$ cat src/rtl/fp32_adder_seq.sv
// Multi-cycle IEEE-754 single-precision adder/subtractor.
// Accepts op1/op2 on a ready request and pulses done when res holds the
// round-to-nearest-even sum. Subnormals, zeros, infinities and NaN are handled.
//
// Handshake: ready is a start request sampled only in ST_IDLE. op1, op2 and sub
// are read in the cycle after that sample (ST_INIT), so the producer holds them
// stable until then. done is a one-cycle pulse. res is valid from that cycle
// onward and holds until the next result is written.
module fp32_adder_seq #(
    parameter int MAX_ALIGN = 26
) (
    input  logic        clk,
    input  logic        rst,
    input  logic        ready,
    input  logic        sub,
    input  logic [31:0] op1,
    input  logic [31:0] op2,
    output logic [31:0] res,
    output logic        done
);

    localparam logic [7:0] MAX_ALIGN_D = MAX_ALIGN[7:0];

    typedef enum logic [3:0] {
        ST_IDLE,
        ST_INIT,
        ST_NAN,
        ST_INF,
        ST_ZERO,
        ST_SWAP,
        ST_ALIGN,
        ST_ADD,
        ST_ZERO_EXACT,
        ST_NORMR,
        ST_NORML,
        ST_ROUND,
        ST_OVF,
        ST_WRITE,
        ST_FINISH
    } state_t;

    // Current FSM state. Kept as a named enum so checkers can bind to it.
    state_t state;

    logic [31:0] op_a;       // op1 as latched
    logic [31:0] op_b;       // op2 as latched (raw sign)
    logic        sb;         // effective sign of op2 (sign ^ sub)
    logic        sign_r;     // sign of the larger-magnitude operand
    logic        eff_sub;    // operand signs differ: subtract magnitudes
    logic [7:0]  exp_a;      // exponent of the larger operand
    logic [7:0]  d;          // remaining alignment distance
    logic [26:0] m_a;        // {mant, G, R, S} of the larger operand
    logic [26:0] m_b;        // {mant, G, R, S} of the smaller operand
    logic [27:0] m;          // working result mantissa, bit27 = carry
    logic [9:0]  e;          // working result exponent
    logic        rnd_carry;  // rounding carried into bit27; renormalise next

    function automatic logic f_is_nan(input logic [31:0] x);
        return (&x[30:23]) && (|x[22:0]);
    endfunction

    function automatic logic f_is_inf(input logic [31:0] x);
        return (&x[30:23]) && (x[22:0] == 23'd0);
    endfunction

    function automatic logic f_is_zero(input logic [31:0] x);
        return x[30:0] == 31'd0;
    endfunction

    logic [7:0]  ea, eb;
    logic [23:0] ma, mb;
    logic        a_big;
    logic [27:0] add_sum;
    logic        rnd_inc;
    logic [27:0] rnd_sum;
    logic [9:0]  e_inc;

    // Operand unpacking, magnitude ordering, add/sub and rounding increment
    always_comb begin
        ea      = (op_a[30:23] == 8'd0) ? 8'd1 : op_a[30:23];
        eb      = (op_b[30:23] == 8'd0) ? 8'd1 : op_b[30:23];
        ma      = {op_a[30:23] != 8'd0, op_a[22:0]};
        mb      = {op_b[30:23] != 8'd0, op_b[22:0]};
        a_big   = {ea, ma} >= {eb, mb};
        add_sum = eff_sub ? ({1'b0, m_a} - {1'b0, m_b})
                          : ({1'b0, m_a} + {1'b0, m_b});
        rnd_inc = m[2] & (m[1] | m[0] | m[3]);
        rnd_sum = m + {24'd0, rnd_inc, 3'd0};
        e_inc   = e + 10'd1;
    end

    // Control FSM and datapath registers, including the registered res/done
    always_ff @(posedge clk or posedge rst) begin
        if (rst) begin
            state     <= ST_IDLE;
            res       <= 32'd0;
            done      <= 1'b0;
            op_a      <= 32'd0;
            op_b      <= 32'd0;
            sb        <= 1'b0;
            sign_r    <= 1'b0;
            eff_sub   <= 1'b0;
            exp_a     <= 8'd0;
            d         <= 8'd0;
            m_a       <= 27'd0;
            m_b       <= 27'd0;
            m         <= 28'd0;
            e         <= 10'd0;
            rnd_carry <= 1'b0;
        end else begin
            done <= 1'b0;
            case (state)
                ST_IDLE: begin
                    if (ready) state <= ST_INIT;
                end
                ST_INIT: begin
                    op_a <= op1;
                    op_b <= op2;
                    sb   <= op2[31] ^ sub;
                    if (f_is_nan(op1) || f_is_nan(op2))
                        state <= ST_NAN;
                    else if (f_is_inf(op1) || f_is_inf(op2))
                        state <= ST_INF;
                    else if (f_is_zero(op1) && f_is_zero(op2))
                        state <= ST_ZERO;
                    else
                        state <= ST_SWAP;
                end
                ST_NAN: begin
                    res   <= f_is_nan(op_a) ? (op_a | 32'h0040_0000)
                                            : (op_b | 32'h0040_0000);
                    done  <= 1'b1;
                    state <= ST_FINISH;
                end
                ST_INF: begin
                    if (f_is_inf(op_a) && f_is_inf(op_b) && (op_a[31] != sb))
                        res <= 32'hFFC0_0000;
                    else if (f_is_inf(op_a))
                        res <= op_a;
                    else
                        res <= {sb, op_b[30:0]};
                    done  <= 1'b1;
                    state <= ST_FINISH;
                end
                ST_ZERO: begin
                    res   <= {op_a[31] & sb, 31'd0};
                    done  <= 1'b1;
                    state <= ST_FINISH;
                end
                ST_SWAP: begin
                    eff_sub <= op_a[31] ^ sb;
                    if (a_big) begin
                        m_a    <= {ma, 3'b000};
                        m_b    <= {mb, 3'b000};
                        exp_a  <= ea;
                        d      <= ea - eb;
                        sign_r <= op_a[31];
                    end else begin
                        m_a    <= {mb, 3'b000};
                        m_b    <= {ma, 3'b000};
                        exp_a  <= eb;
                        d      <= eb - ea;
                        sign_r <= sb;
                    end
                    // Equal exponents need no alignment cycle
                    state <= (ea == eb) ? ST_ADD : ST_ALIGN;
                end
                ST_ALIGN: begin
                    if (d >= MAX_ALIGN_D) begin
                        m_b   <= {26'd0, |m_b};
                        d     <= 8'd0;
                        state <= ST_ADD;
                    end else begin
                        m_b <= {1'b0, m_b[26:2], m_b[1] | m_b[0]};
                        d   <= d - 8'd1;
                        if (d == 8'd1) state <= ST_ADD;
                    end
                end
                ST_ADD: begin
                    m         <= add_sum;
                    e         <= {2'b00, exp_a};
                    rnd_carry <= 1'b0;
                    if (add_sum == 28'd0)
                        state <= ST_ZERO_EXACT;
                    else if (add_sum[27])
                        state <= ST_NORMR;
                    else if (!add_sum[26] && (exp_a > 8'd1))
                        state <= ST_NORML;
                    else
                        state <= ST_ROUND;
                end
                ST_ZERO_EXACT: begin
                    res   <= 32'd0;
                    done  <= 1'b1;
                    state <= ST_FINISH;
                end
                ST_NORMR: begin
                    m     <= {1'b0, m[27:2], m[1] | m[0]};
                    e     <= e_inc;
                    state <= ST_ROUND;
                end
                ST_NORML: begin
                    m <= {m[26:0], 1'b0};
                    e <= e - 10'd1;
                    // Stop once normalised, or at exponent 1 (subnormal result)
                    if (m[25] || (e == 10'd2)) state <= ST_ROUND;
                end
                ST_ROUND: begin
                    if (rnd_carry) begin
                        m         <= {1'b0, m[27:1]};
                        e         <= e_inc;
                        rnd_carry <= 1'b0;
                        state     <= (e_inc >= 10'd255) ? ST_OVF : ST_WRITE;
                    end else begin
                        m <= rnd_sum;
                        if (rnd_sum[27])
                            rnd_carry <= 1'b1;
                        else
                            state <= (e >= 10'd255) ? ST_OVF : ST_WRITE;
                    end
                end
                ST_OVF: begin
                    res   <= {sign_r, 8'hFF, 23'd0};
                    done  <= 1'b1;
                    state <= ST_FINISH;
                end
                ST_WRITE: begin
                    // bit26 clear means a subnormal: exponent field is zero
                    res   <= {sign_r, (m[26] ? e[7:0] : 8'd0), m[25:3]};
                    done  <= 1'b1;
                    state <= ST_FINISH;
                end
                ST_FINISH: begin
                    state <= ST_IDLE;
                end
                default: begin
                    state <= ST_IDLE;
                end
            endcase
        end
    end

endmodule

$ cat config.mk
export PLATFORM = sky130hd
export DESIGN_NAME = fp32_adder_seq
export DESIGN_NICKNAME = d
export VERILOG_FILES = /design/src/rtl/fp32_adder_seq.sv
export SDC_FILE = /design/constraint.sdc
export NUM_CORES = 1
export LEC_CHECK = 0
export ABC_AREA = 0
export BUFFER_PORTS_ARGS = -buffer_cell sky130_fd_sc_hd__buf_4
export CORE_UTILIZATION = 62
export CTS_BUF_LIST = sky130_fd_sc_hd__clkbuf_16
export CTS_CLUSTER_SIZE = 30
export DETAILED_ROUTE_END_ITERATION = 8
export PLACE_DENSITY = 0.78
export SLEW_MARGIN = 10
export SYNTH_ARGS = -nofsm -noshare
export SYNTH_HDL_FRONTEND = slang
export SYNTH_SLANG_ARGS = --single-unit
export TNS_END_PERCENT = 5
$ cat constraint.sdc
create_clock -name clk -period 9.9 [get_ports clk]
set_input_delay 1.98 -clock clk [delete_from_list [all_inputs] [get_ports clk]]
set_output_delay 1.98 -clock clk [all_outputs]
set_load 0.1 [all_outputs]
==> out/summary.txt <==
Simple-Gate Fraction of Synth Area -> 18.7%
# setup viols final -> 0
Final WL -> 47,300 um
CTS Buf Count -> 26
Mux share of post-synthesis cell area -> 4.75%
Fin. Hold Viols -> 0
Adder-Cell Fraction of Synth Area -> 6.45%
Fraction of synthesized cell area in xor and xnor cells -> 4.80%
Final HPWL DP -> 34,600 um
Syn. warnings -> 0
EDFF count, synth -> 0
Synth area leader -> dfrtp_1
Drt drc -> 0
PortBufs -> 100
CP max-delay cell -> nor3b_1
Register bit total from synthesis -> 210
Crit-path max FO -> 8
TNS Setup -> 0 ps
Clk root buf -> clkbuf_16
Endpoint class of the critical path -> flop
H-tree levels -> 1
Share of cells above drive strength 1 -> 11.7%
Clk buf depth -> 3
Post-synth top area share -> 36.0%
Synthesis-to-finish area growth -> 11.1%
Worst path bufs/invs -> 0
Placed instance count -> 2,079
Asr flop ratio synth -> 100%
Final Non-Filler Cells -> 2,125
CTS clk-pin slew, worst paths -> 50 ps
Crit path launch type -> flop
CP Data Arrival Time -> 5480 ps
DIE HEIGHT -> 155 um
Compound-Gate Fraction of Synth Area -> 24.0%
Max stage delay on crit path -> 840 ps
Fin crit period -> 5070 ps
Synthesized area -> 14,600 um2
Max transition margin -> 24.4%
CP top delay family -> simple AND/OR/NAND/NOR gates
Drt wl/cell -> 22.2 um
Largest net degree at the start of global routing -> 104
DR pass1 iterations -> 7
CTS tree -> yes
Final period util -> 51.2%
Netlist cell types -> 77
Largest family of logic cells by synthesized area -> compound AO/OA/AOI/OAI gates
Initial antenna violation count -> 1
Vias per cell -> 6.69
Mapped Nets -> 1,917
Max-cap check violation count -> 0
Clock latency on the worst-skew pair -> 560 ps
Gpl congestion -> 0.957
Cts hold-fix bufs -> 0
Worst slew pin tran -> 1130 ps
Synthesized area per cell -> 8.22 um2
Num rows -> 55
Ports -> 101
Final net count -> 1,936
Core Box Area -> 22,800 um2
Setup Fix Bufs, Post-CTS -> 0
Final instance area -> 16,200 um2
Worst Skew -> 25.7 ps
Number of DRC markers in iteration 0 -> 1,957
Top FF cell, synth -> dfrtp_1
Post-Syn Instances -> 1,775
First-pass GRT wire length -> 74,400 um
Type of the worst setup path -> flop to flop
Die area -> 24,100 um2
Crit path cell chain -> nor3_1 > nor3b_1 > a31oi_1 > xnor2_1 > ha_1 > a21oi_1 > o211ai_1 > and3_1 > a211o_1 > o211ai_1 > nor3b_1 > o2111ai_1 > nor4_1 > and4_1 > o21ai_1
Chip Width -> 155 um
Status -> completed
Dpl cell area -> 15,400 um2
Data required, critical path -> 10,310 ps
Vias in the first global route -> 13,200
Starting Density -> 63.8%
CTS sink count -> 210
Total track usage -> 39.5%
Hold Crit Class -> flop to flop
Max Fclk -> 0.197 GHz
Sequential-to-total area share from yosys stat -> 36.0%
Max Slew Vio Count -> 0
PostCTS Resize Cnt -> 0
Antenna Violating Nets Remaining -> 0
RSZ-0062 raised after global routing -> no
Vias -> 14,200
Largest cells by area after synthesis -> dfrtp_1 36%, o21ai_0 6.5%, ha_1 6.2%
Grt total ovfl -> 0
layout by cell type (no fill, tap or decap), drive strengths merged, types with 18 or more instances in the layout:
cell type | Yosys | final
a31oi | 19 | 19
nor3 | 37 | 37
mux2 | 34 | 34
clkbuf | 109 | 26
a21oi | 165 | 165
nor4 | 40 | 40
nor2 | 193 | 193
nand2 | 169 | 169
nand3 | 29 | 29
xnor2 | 62 | 62
nand4 | 32 | 32
a22oi | 29 | 29
o21ai | 195 | 195
ha | 72 | 72
xor2 | 18 | 18
mux2i | 31 | 31
a222oi | 24 | 24
dfrtp | 210 | 210
inv | 68 | 72
buf | 21 | 121
state kept, by name, summed over array words and instances (netlist names):
register	cells
rnd_carry	1
m_a	24
sb	1
d	8
res	32
sign_r	1
done	1
eff_sub	1
exp_a	8
op_b	32
state	4
op_a	32
m_b	27
m	28
e	10
worst min-delay path, cell delays in order (launching register included):
cell and delay [ps]:
dfrtp_1 340, nand2_1 50, o21ai_0 60
through the flow:
step / util [%] / worst slack (ps) / hold WS (ps)
after floorplan: - / 2180 / 450
after global placement: 67.5 / 5100 / 469
after detailed placement: 67.5 / 4930 / 482
after CTS: 70.9 / 4870 / 494
after global routing: 70.9 / 4510 / 516
final: 70.9 / 4830 / 489
routing by layer:
layer  GRT usage [%]  part of all wire, %  vias up
li1                -                    -     6495
met1            59.6                   43     6760
met2            56.9                   42      858
met3            7.27                   12      108
met4            12.3                  3.0        0
met5               0                    0        -
worst paths after layout:
| path | from | endpoint | slack (ps) | depth (start not counted) |
|---|---|---|---|---|
| setup / recovery | m_b[0] | state[0] | 4830 | 15 |
| hold / removal | sign_r | sign_r | 490 | 2 |
| setup reg to reg | m_b[0] | state[0] | 4830 | 15 |
| hold reg to reg | sign_r | sign_r | 490 | 2 |
| max in group asynchronous | rst | m_b[10] | 6960 | 3 |
| min in group asynchronous | rst | op_b[24] | 1510 | 2 |
Yosys cell counts, types with 17 or more instances:
library cell	count
xor2_1	18
clkbuf_1	109
o22ai_1	17
xnor2_1	62
o21ai_0	190
a31oi_1	19
ha_1	72
nor3_1	36
nand3_1	29
a222oi_1	24
inv_1	68
mux2i_1	31
nor4_1	39
nand4_1	32
a21oi_1	163
a22oi_1	29
mux2_2	33
nor2_1	193
nand2_1	169
dfrtp_1	210
kinds of logic after synthesis:
| group | Yosys count |
|---|---|
| AND/OR/NAND/NOR | 580 |
| AO/OA/AOI/OAI | 568 |
| flip-flops | 210 |
| buffers and inverters | 198 |
| XOR/XNOR | 80 |
| adder cells (fa/ha/maj) | 74 |
| multiplexers | 65 |
final cells by class:
type                       instances  area, um2
antenna                            1       2.50
clock buffer                      26        651
clock inverter                    19        138
fill                            1871       6640
inverter                          68        263
multi-input combinational       1367       8600
sequential                       210       5260
tap                              313        392
timing repair buffer             121        908
Power is not shown: default switching activity piles up to over one toggle a cycle in this logic, so the estimate is an artifact.
